**src/rtl/freq_meter_pkg.sv**
```systemverilog
`default_nettype none
// ============================================================================
// Module      : freq_meter_pkg
// Description : Shared types for the frequency meter sequencer: FSM state
//               encoding, gate range codes and the gate-length helper.
// Revision    : 1.0 - initial release
// ============================================================================
package freq_meter_pkg;

    typedef enum logic [2:0] {
        ST_IDLE   = 3'd0,
        ST_CLEAR  = 3'd1,
        ST_GATE   = 3'd2,
        ST_SETTLE = 3'd3,
        ST_LATCH  = 3'd4
    } state_t;

    localparam logic [1:0] RANGE_1S    = 2'b00;
    localparam logic [1:0] RANGE_100MS = 2'b01;
    localparam logic [1:0] RANGE_10MS  = 2'b10;
    localparam logic [1:0] RANGE_RSVD  = 2'b11;

    // Reserved code falls back to the 1 s window.
    function automatic int gate_len(input logic [1:0] rng, input int clk_hz);
        case (rng)
            RANGE_100MS: return clk_hz / 10;
            RANGE_10MS:  return clk_hz / 100;
            default:     return clk_hz;
        endcase
    endfunction

endpackage
`default_nettype wire

```
**src/rtl/gate_timer.sv**
```systemverilog
`default_nettype none
// ============================================================================
// Module      : gate_timer
// Description : Loadable down-counter shared by the CLEAR, GATE and SETTLE
//               phases; done is high while the count sits at zero.
// Revision    : 1.0 - initial release
// ============================================================================
module gate_timer #(
    parameter int W = 8
) (
    input  logic         clk,
    input  logic         rst,
    input  logic         load,
    input  logic [W-1:0] value,
    output logic         done
);

    logic [W-1:0] count;

    always_ff @(posedge clk) begin
        if (rst) begin
            count <= '0;
        end else if (load) begin
            count <= value;
        end else if (count != '0) begin
            count <= count - 1'b1;
        end
    end

    assign done = (count == '0);

endmodule
`default_nettype wire

```
**src/rtl/freq_gate_ctrl.sv**
```systemverilog
`default_nettype none
// ============================================================================
// Module      : freq_gate_ctrl
// Description : Measurement sequencer for the BCD counter chain: clear pulse,
//               exact gate window, settle delay and result latch.
// Revision    : 1.0 - initial release
// ============================================================================
module freq_gate_ctrl
    import freq_meter_pkg::*;
#(
    parameter int CLK_HZ     = 50_000_000,
    parameter int DIGITS     = 6,
    parameter int SETTLE_CYC = 16,
    parameter int CLEAR_CYC  = 1024
) (
    input  logic                  clk,
    input  logic                  rst,
    input  logic                  run,
    input  logic [1:0]            range_sel,
    input  logic [4*DIGITS-1:0]   bcd_in,
    output logic                  gate_en,
    output logic                  clear,
    output logic [4*DIGITS-1:0]   bcd_out,
    output logic [1:0]            range_out,
    output logic                  valid,
    output logic                  busy
);

    localparam int MAX_LEN = (CLK_HZ > CLEAR_CYC) ? CLK_HZ : CLEAR_CYC;
    localparam int TW      = $clog2(MAX_LEN) + 1;

    localparam logic [TW-1:0] CLEAR_LOAD  = TW'(CLEAR_CYC - 1);
    localparam logic [TW-1:0] SETTLE_LOAD = TW'(SETTLE_CYC - 1);

    state_t         state;
    state_t         state_n;
    logic           tmr_load;
    logic [TW-1:0]  tmr_value;
    logic           tmr_done;
    logic [1:0]     range_q;

    gate_timer #(.W(TW)) u_gate_timer (
        .clk   (clk),
        .rst   (rst),
        .load  (tmr_load),
        .value (tmr_value),
        .done  (tmr_done)
    );

    always_ff @(posedge clk) begin
        if (rst) begin
            state <= ST_IDLE;
        end else begin
            state <= state_n;
        end
    end

    // Timer is loaded on the transition edge so each phase lasts exactly
    // load+1 cycles; gate length uses range_sel because it is captured on
    // that same edge.
    always_comb begin
        state_n   = state;
        tmr_load  = 1'b0;
        tmr_value = '0;
        case (state)
            ST_IDLE: begin
                if (run) begin
                    state_n   = ST_CLEAR;
                    tmr_load  = 1'b1;
                    tmr_value = CLEAR_LOAD;
                end
            end
            ST_CLEAR: begin
                if (tmr_done) begin
                    state_n   = ST_GATE;
                    tmr_load  = 1'b1;
                    tmr_value = TW'(gate_len(range_sel, CLK_HZ) - 1);
                end
            end
            ST_GATE: begin
                if (tmr_done) begin
                    state_n   = ST_SETTLE;
                    tmr_load  = 1'b1;
                    tmr_value = SETTLE_LOAD;
                end
            end
            ST_SETTLE: begin
                if (tmr_done) begin
                    state_n = ST_LATCH;
                end
            end
            ST_LATCH: begin
                if (run) begin
                    state_n   = ST_CLEAR;
                    tmr_load  = 1'b1;
                    tmr_value = CLEAR_LOAD;
                end else begin
                    state_n = ST_IDLE;
                end
            end
            default: begin
                state_n = ST_IDLE;
            end
        endcase
    end

    always_ff @(posedge clk) begin
        if (rst) begin
            gate_en   <= 1'b0;
            clear     <= 1'b0;
            valid     <= 1'b0;
            bcd_out   <= '0;
            range_out <= 2'b00;
            range_q   <= 2'b00;
        end else begin
            gate_en <= (state_n == ST_GATE);
            clear   <= (state_n == ST_CLEAR);
            valid   <= (state == ST_LATCH);
            if (state == ST_CLEAR && tmr_done) begin
                range_q <= range_sel;
            end
            if (state == ST_LATCH) begin
                bcd_out   <= bcd_in;
                range_out <= range_q;
            end
        end
    end

    assign busy = (state != ST_IDLE);

endmodule
`default_nettype wire
```
**config.mk**
```make
export PLATFORM = sky130hd
export DESIGN_NAME = freq_gate_ctrl
export DESIGN_NICKNAME = d
export VERILOG_FILES = /design/src/rtl/freq_meter_pkg.sv /design/src/rtl/gate_timer.sv /design/src/rtl/freq_gate_ctrl.sv
export SDC_FILE = /design/constraint.sdc
export NUM_CORES = 1
export LEC_CHECK = 0
export CAP_MARGIN = 25
export CORE_ASPECT_RATIO = 1.5
export CORE_MARGIN = 5
export CORE_UTILIZATION = 50
export CTS_CLUSTER_SIZE = 14
export DETAILED_ROUTE_END_ITERATION = 10
export HOLD_SLACK_MARGIN = 0.06
export PLACE_DENSITY = 0.77
export SYNTH_ARGS = -nofsm -noshare
export SYNTH_HDL_FRONTEND = slang
export SYNTH_HIERARCHICAL = 1
export SYNTH_SLANG_ARGS = --single-unit
```
**constraint.sdc**
```tcl
create_clock -name clk -period 4.6 [get_ports clk]
set_input_delay 0.46 -clock clk [delete_from_list [all_inputs] [get_ports clk]]
set_output_delay 0.46 -clock clk [all_outputs]
set_load 0.005 [all_outputs]
```
Word level (Yosys, flattened, before mapping)
Index checks and enable logic that the tools add are counted.
Word-level totals
  register bits: 61
  input port bits: 29
  output and inout port bits: 30
  word-level logic and storage cells: 44
Operators by class
  $add $sub $neg: 2
  equal/unequal tests: 8
  multiplexer cells: 18
  reductions and logical operators: 8
Operator list (number)
  $mux 27: 5
  $pmux 27 s3: 1
  $pmux 26 s2: 1
  $logic_not 27->1: 1
  $reduce_bool 27->1: 1
  $sub 27x1->27 const B: 1
  $sub 27x2->27 const B: 1
  $pmux 3 s5: 1
  $mux 3: 4
  $mux 10: 1
  $eq 3x2->1 const B: 3
  $eq 3x1->1 const B: 2
  $mux 4: 1
  $reduce_or 2->1: 2
  $eq 3x3->1 const B: 1
  $logic_not 3->1: 1
  $mux 1: 3
  $reduce_bool 3->1: 1
  $eq 2x1->1 const B: 1
  $eq 2x2->1 const B: 1
  $pmux 1 s2: 1
  $reduce_bool 2->1: 1
  $logic_and 1x1->1: 1

Longest topological paths before layout
  word-level depth: 8
  gate-level depth with buffers: 14

Hierarchy
Netlist, hierarchy kept.
By module, submodules not included
  freq_gate_ctrl: instances 1, cells an instance 172, area an instance 1709.1 sq um, seq. area each 680.7 sq um
  gate_timer: instances 1, cells an instance 170, area an instance 1420.1 sq um, seq. area each 540.5 sq um

Worst setup path after synthesis
OpenSTA, ideal clock, no wires.
  kind: reg2reg
  start point: reg u_gate_timer.count[0]
  end point: reg u_gate_timer.count[11]
  setup time: 0.074 ns
  arrival: 3.308 ns
  required time: 4.526 ns
  path slack: 1.218 ns
  cell stages (with the launch flop): 15
  clock period less this slack: 3.382 ns
  cell sequence: dfxtp_1 inv_1 ha_1 or3b_1 clkbuf_1 nor2_1 nand4_1 nor4_1 nand2b_1 o21ai_0 nor2b_1 clkbuf_1 clkbuf_1 nand2_1 o21ai_0
On the way
  cells in the longest elaborated chain, start to end: 4
  elaborated cells on any way between the ends: 10
  classes of those cells: 1 x add/sub; 6 x mux; 3 x reduce/logical
Ends and longest elaborated chain
  start, declared: line gate_timer.sv:18  | logic [W-1:0] count;
  start signal, assigned: line gate_timer.sv:24  | count <= value;
  start signal, assigned: line gate_timer.sv:26  | count <= count - 1'b1;
  $logic_not 27->1 (*): line gate_timer.sv:30  | assign done = (count == '0);
  via tmr_done: line freq_gate_ctrl.sv:39  | logic tmr_done;
  $mux 1 (*): line freq_gate_ctrl.sv:74, freq_gate_ctrl.sv:81
  $pmux 1 s2 (*): line freq_gate_ctrl.sv:65  | case (state)
  via tmr_load: line freq_gate_ctrl.sv:37  | logic tmr_load;
  $mux 27 / $reduce_bool 2->1 (equally long branches)
Mark *: on every way through the listed nets, which the timed path passes. The rest lies on a longest branch. The select of a mux whose other input is x is not followed.
A chain may end at the register's enable or synchronous reset.

Worst setup path in the final report
  start point: reg u_gate_timer.count[0]
  end point: reg u_gate_timer.count[14]
Same word-level chain as after synthesis.

==> metrics.log <==
[metrics] Final Routed Wirelength: approximately 7000 µm
[metrics] average detailed-routed wire length per instance: 14.8 µm
[metrics] Hold Crit Start: bcd_out[3]
[metrics] endpoint of the worst hold-timing path: bcd_out[3]
[metrics] critical path class: reg -> reg
[metrics] number of max-capacitance violations reported: 0
[metrics] GRT Total Usage: 19.0%
[metrics] clock tree from TritonCTS: done
[metrics] clock transition at the registers of the reported paths: 0.07 ns
[metrics] Mapped Nets: 375
[metrics] outcome: complete, no violations
[metrics] Final Hold Violating Endpoints: 0
[metrics] effective utilization at floorplan: 51.0%
[metrics] async set or reset register ratio after synthesis: 0%
[metrics] die footprint: 7970 µm²
[metrics] cells along the critical path: inv_1, ha_1, or3b_1, nor2_1, nand4_1, nor4_1, buf_4, nand2b_1, o21ai_0, nor2b_1, buf_4, nand2_1, o21ai_0
[metrics] final-layout setup total negative slack: 0 ns
[metrics] number of vias in the routed layout: 2587
[metrics] clock tree buffer depth: 2
[metrics] Avg Inst Size Synth: between 9 and 10 µm²
[metrics] CTS Buf Count: 9
[metrics] main area contributors after synthesis: dfxtp_1, nand2b_1, mux2i_1, o21ai_0, xor2_1
[metrics] leakage component of the power: 1.38 nW
[metrics] io pins: 59
[metrics] area occupied by multi-input gates: 1760 µm²
[metrics] required time of the critical path: 4.86 ns
[metrics] net count of the finished layout: approximately 430
[metrics] Remaining DRCs: 0
[metrics] number of warnings printed during yosys synthesis: 6
[metrics] minimum period implied by the final worst setup slack: 3.56 ns
[metrics] post-DR vias/cell: 5.47
[metrics] worst clock skew: 0.00524 ns
[metrics] pin count of the biggest net entering global routing: 63
[metrics] y dimension of the die: between 100 and 150 µm
[metrics] number of enable-type register cells in the synthesized netlist: 0
[metrics] CP arrival: 3.82 ns
[metrics] share of final-layout standard cells stronger than drive strength 1: ~7%
[metrics] count of buffer and inverter cells on the critical path: 3
[metrics] antenna violations before repair: 0
[metrics] slowest cell on the critical path: nor2b_1
[metrics] Simple-Gate Fraction of Synth Area: between 30 and 40%
[metrics] depth of the worst hold-timing path: 2
[metrics] startpoint types: flop
[metrics] post-CTS setup-driven buffer insertion count: 0
[metrics] violation count after the first detailed-routing iteration: ~120
[metrics] number of antenna cells inserted: 0
[metrics] delay contributed by the slowest stage of the critical path: roughly 0.53 ns
[metrics] relative slew slack: 29.8%
[metrics] total of fill cells in the finished design: between 500 and 600
[metrics] netlist area before placement: 3130 µm²
[metrics] Post-CTS Hold Buffers: 0
[metrics] worst-path maximum fanout: 17
[metrics] category of the worst setup path capture point: flop
[metrics] setup-violating endpoint count in the final report: 0
[metrics] number of instances in the synthesized netlist: 342
[metrics] part of the Yosys area used for sequential elements: 39.0%
[metrics] post-synthesis share of cell area spent on full adders, half adders and majority gates: 1.60%
[metrics] ratio of total power to cell area: 527 nW/µm²
[metrics] most frequently used flop master after synthesis: dfxtp_1
[metrics] area growth from synthesis to final layout: 23.9%
[metrics] RSZ-0062 raised after global routing: no
[metrics] register-to-register setup slack: 1.04 ns
[metrics] number of gates given a new drive strength after cts: 0
[metrics] remaining number of nets flagged by the antenna check after routing: 0
[metrics] largest family of logic cells by synthesized area: simple AND/OR/NAND/NOR gates
[metrics] Detail Placement HPWL: ~5100 µm
[metrics] multiplexer area fraction after synthesis: 9.64%
[metrics] clock root cell: clkbuf_8
[metrics] width of the die: 74.6 µm
[metrics] cell type with the largest total area after synthesis: dfxtp_1
[metrics] site row count: 35
[metrics] maximum VDD drop: 0.239 mV
[metrics] PortBufs: a little under 60
[metrics] vias in the first global route: 2676
[metrics] DP Worst Slack: roughly 1.1 ns
[metrics] kind of cell adding the most delay to the critical path: simple AND/OR/NAND/NOR gates
[metrics] CTS sink count: 61
[metrics] number of register bits inferred by synthesis: a little over 60
[metrics] post-synthesis compound-gate area fraction: 8.44%
[metrics] area occupied by registers: 1220 µm²
[metrics] Final Max Tran Viols: 0
[metrics] worst-case reg-to-reg path depth: 13
[metrics] area share of the largest cell type after synthesis: between 30 and 40%
[metrics] Worst Tran Pin Value: 1.04 ns
[metrics] number of iterations in the first detailed-routing pass: 4
[metrics] global placer's final weighted congestion: 0.889
[metrics] leftover overflow at the end of global routing: 0
[metrics] library cells used by synthesis: 49
[metrics] Period Utilization, post-route: 77.4%
[metrics] wire length of the first global-routing pass: ~12000 µm
[metrics] worst min path class: reg -> reg
[metrics] H-tree levels: 3
[metrics] xor and xnor fraction of the mapped netlist area: 6.16%
[metrics] total power consumption of the routed design: roughly 2.0 mW
[metrics] library cell with the highest instance count after synthesis: dfxtp_1
[metrics] reg2reg start: u_gate_timer/count[0]
[metrics] endpoint of the worst register-to-register path: u_gate_timer/count[14]
[metrics] fmax: 0.281 GHz
[metrics] placeable core region: 6130 µm²
[metrics] Post-synth top cells: dfxtp_1, nand2b_1, mux2i_1, nand2_1, o21ai_0
[metrics] source-to-sink clock delay at the later pin of the worst-skew pair: 0.34 ns
[metrics] PnR worst setup slack: 1.04 ns
[sequential cells by signal, summed over array words and instances, names as in the netlist]
register / flops
clear: 1
range_q: 2
valid: 1
u_gate_timer/count: 27
gate_en: 1
bcd_out: 24
range_out: 2
state: 3
[worst min-delay path: cells and delay by family, from the launching register on]
kind	cells	cell delay, ns
mux	1	0.06
simple gates	1	0.06
flops	1	0.31
[layout by cell type, fill, tap and decap left out, types with 6 or more instances in the layout]
master,n
xnor2_1,8
clkdlybuf4s50_1,58
o21ai_0,25
or3_1,6
dfxtp_1,61
xor2_1,14
nor2_1,16
mux2i_1,29
nand2_1,29
nor4_1,8
nand2b_1,57
clkbuf_8,10
[how the worst max path moves through the flow]
stage | startpoint | slack, ns | depth (start not counted) | to
6_report | u_gate_timer/count[0] | 1.04 | 13 | u_gate_timer/count[14]
5_1_grt | u_gate_timer/count[0] | 0.61 | 12 | u_gate_timer/count[6]
4_1_cts | u_gate_timer/count[0] | 1.02 | 13 | u_gate_timer/count[14]
3_5_place_dp | u_gate_timer/count[0] | 1.08 | 13 | u_gate_timer/count[14]
3_3_place_gp | u_gate_timer/count[0] | 1.22 | 12 | u_gate_timer/count[25]
2_1_floorplan | u_gate_timer/count[0] | 1.22 | 14 | u_gate_timer/count[11]
[power by group]
part	internal, mW	switching, mW
logic	0.389	0.502
registers	0.626	0.114
clock network	0.203	0.208
[stage by stage]
stage	instances	hold slack [ns]	instance area, µm²	utilization (%)
finish	473	0.475	3880	63.2
CTS	473	0.479	3880	63.2
detailed placement	458	0.467	3710	60.6
global placement	458	0.457	3710	60.6
global route	473	0.506	3880	63.2
floorplan	342	0.458	3130	-
[cell families after synthesis]
| kind of cell | after synthesis |
|---|---|
| AO/OA/AOI/OAI | 42 |
| XOR/XNOR | 22 |
| adder cells (fa/ha/maj) | 4 |
| buffers and inverters | 26 |
| flip-flops | 61 |
| multiplexers | 30 |
| other | 1 |
| AND/OR/NAND/NOR | 156 |
[layer usage]
metal / global-route usage, % / vias to the layer above / share of wire, %
met5: 0 / - / 0
met4: 12.0 / 0 / 4.5
met3: 7.88 / 26 / 8.7
met2: 30.4 / 86 / 49
met1: 20.0 / 1199 / 38
li1: - / 1276 / -
[final cells by class]
class / count / area share [%]
Multi-Input combinational cell: 255 / 45.4
Timing Repair Buffer: 63 / 15.9
Inverter: 5 / 0.484
Clock inverter: 5 / 0.710
Clock buffer: 10 / 3.55
Tap cell: 74 / 2.39
Sequential cell: 61 / 31.5
Power figures use the tool's default switching activity.
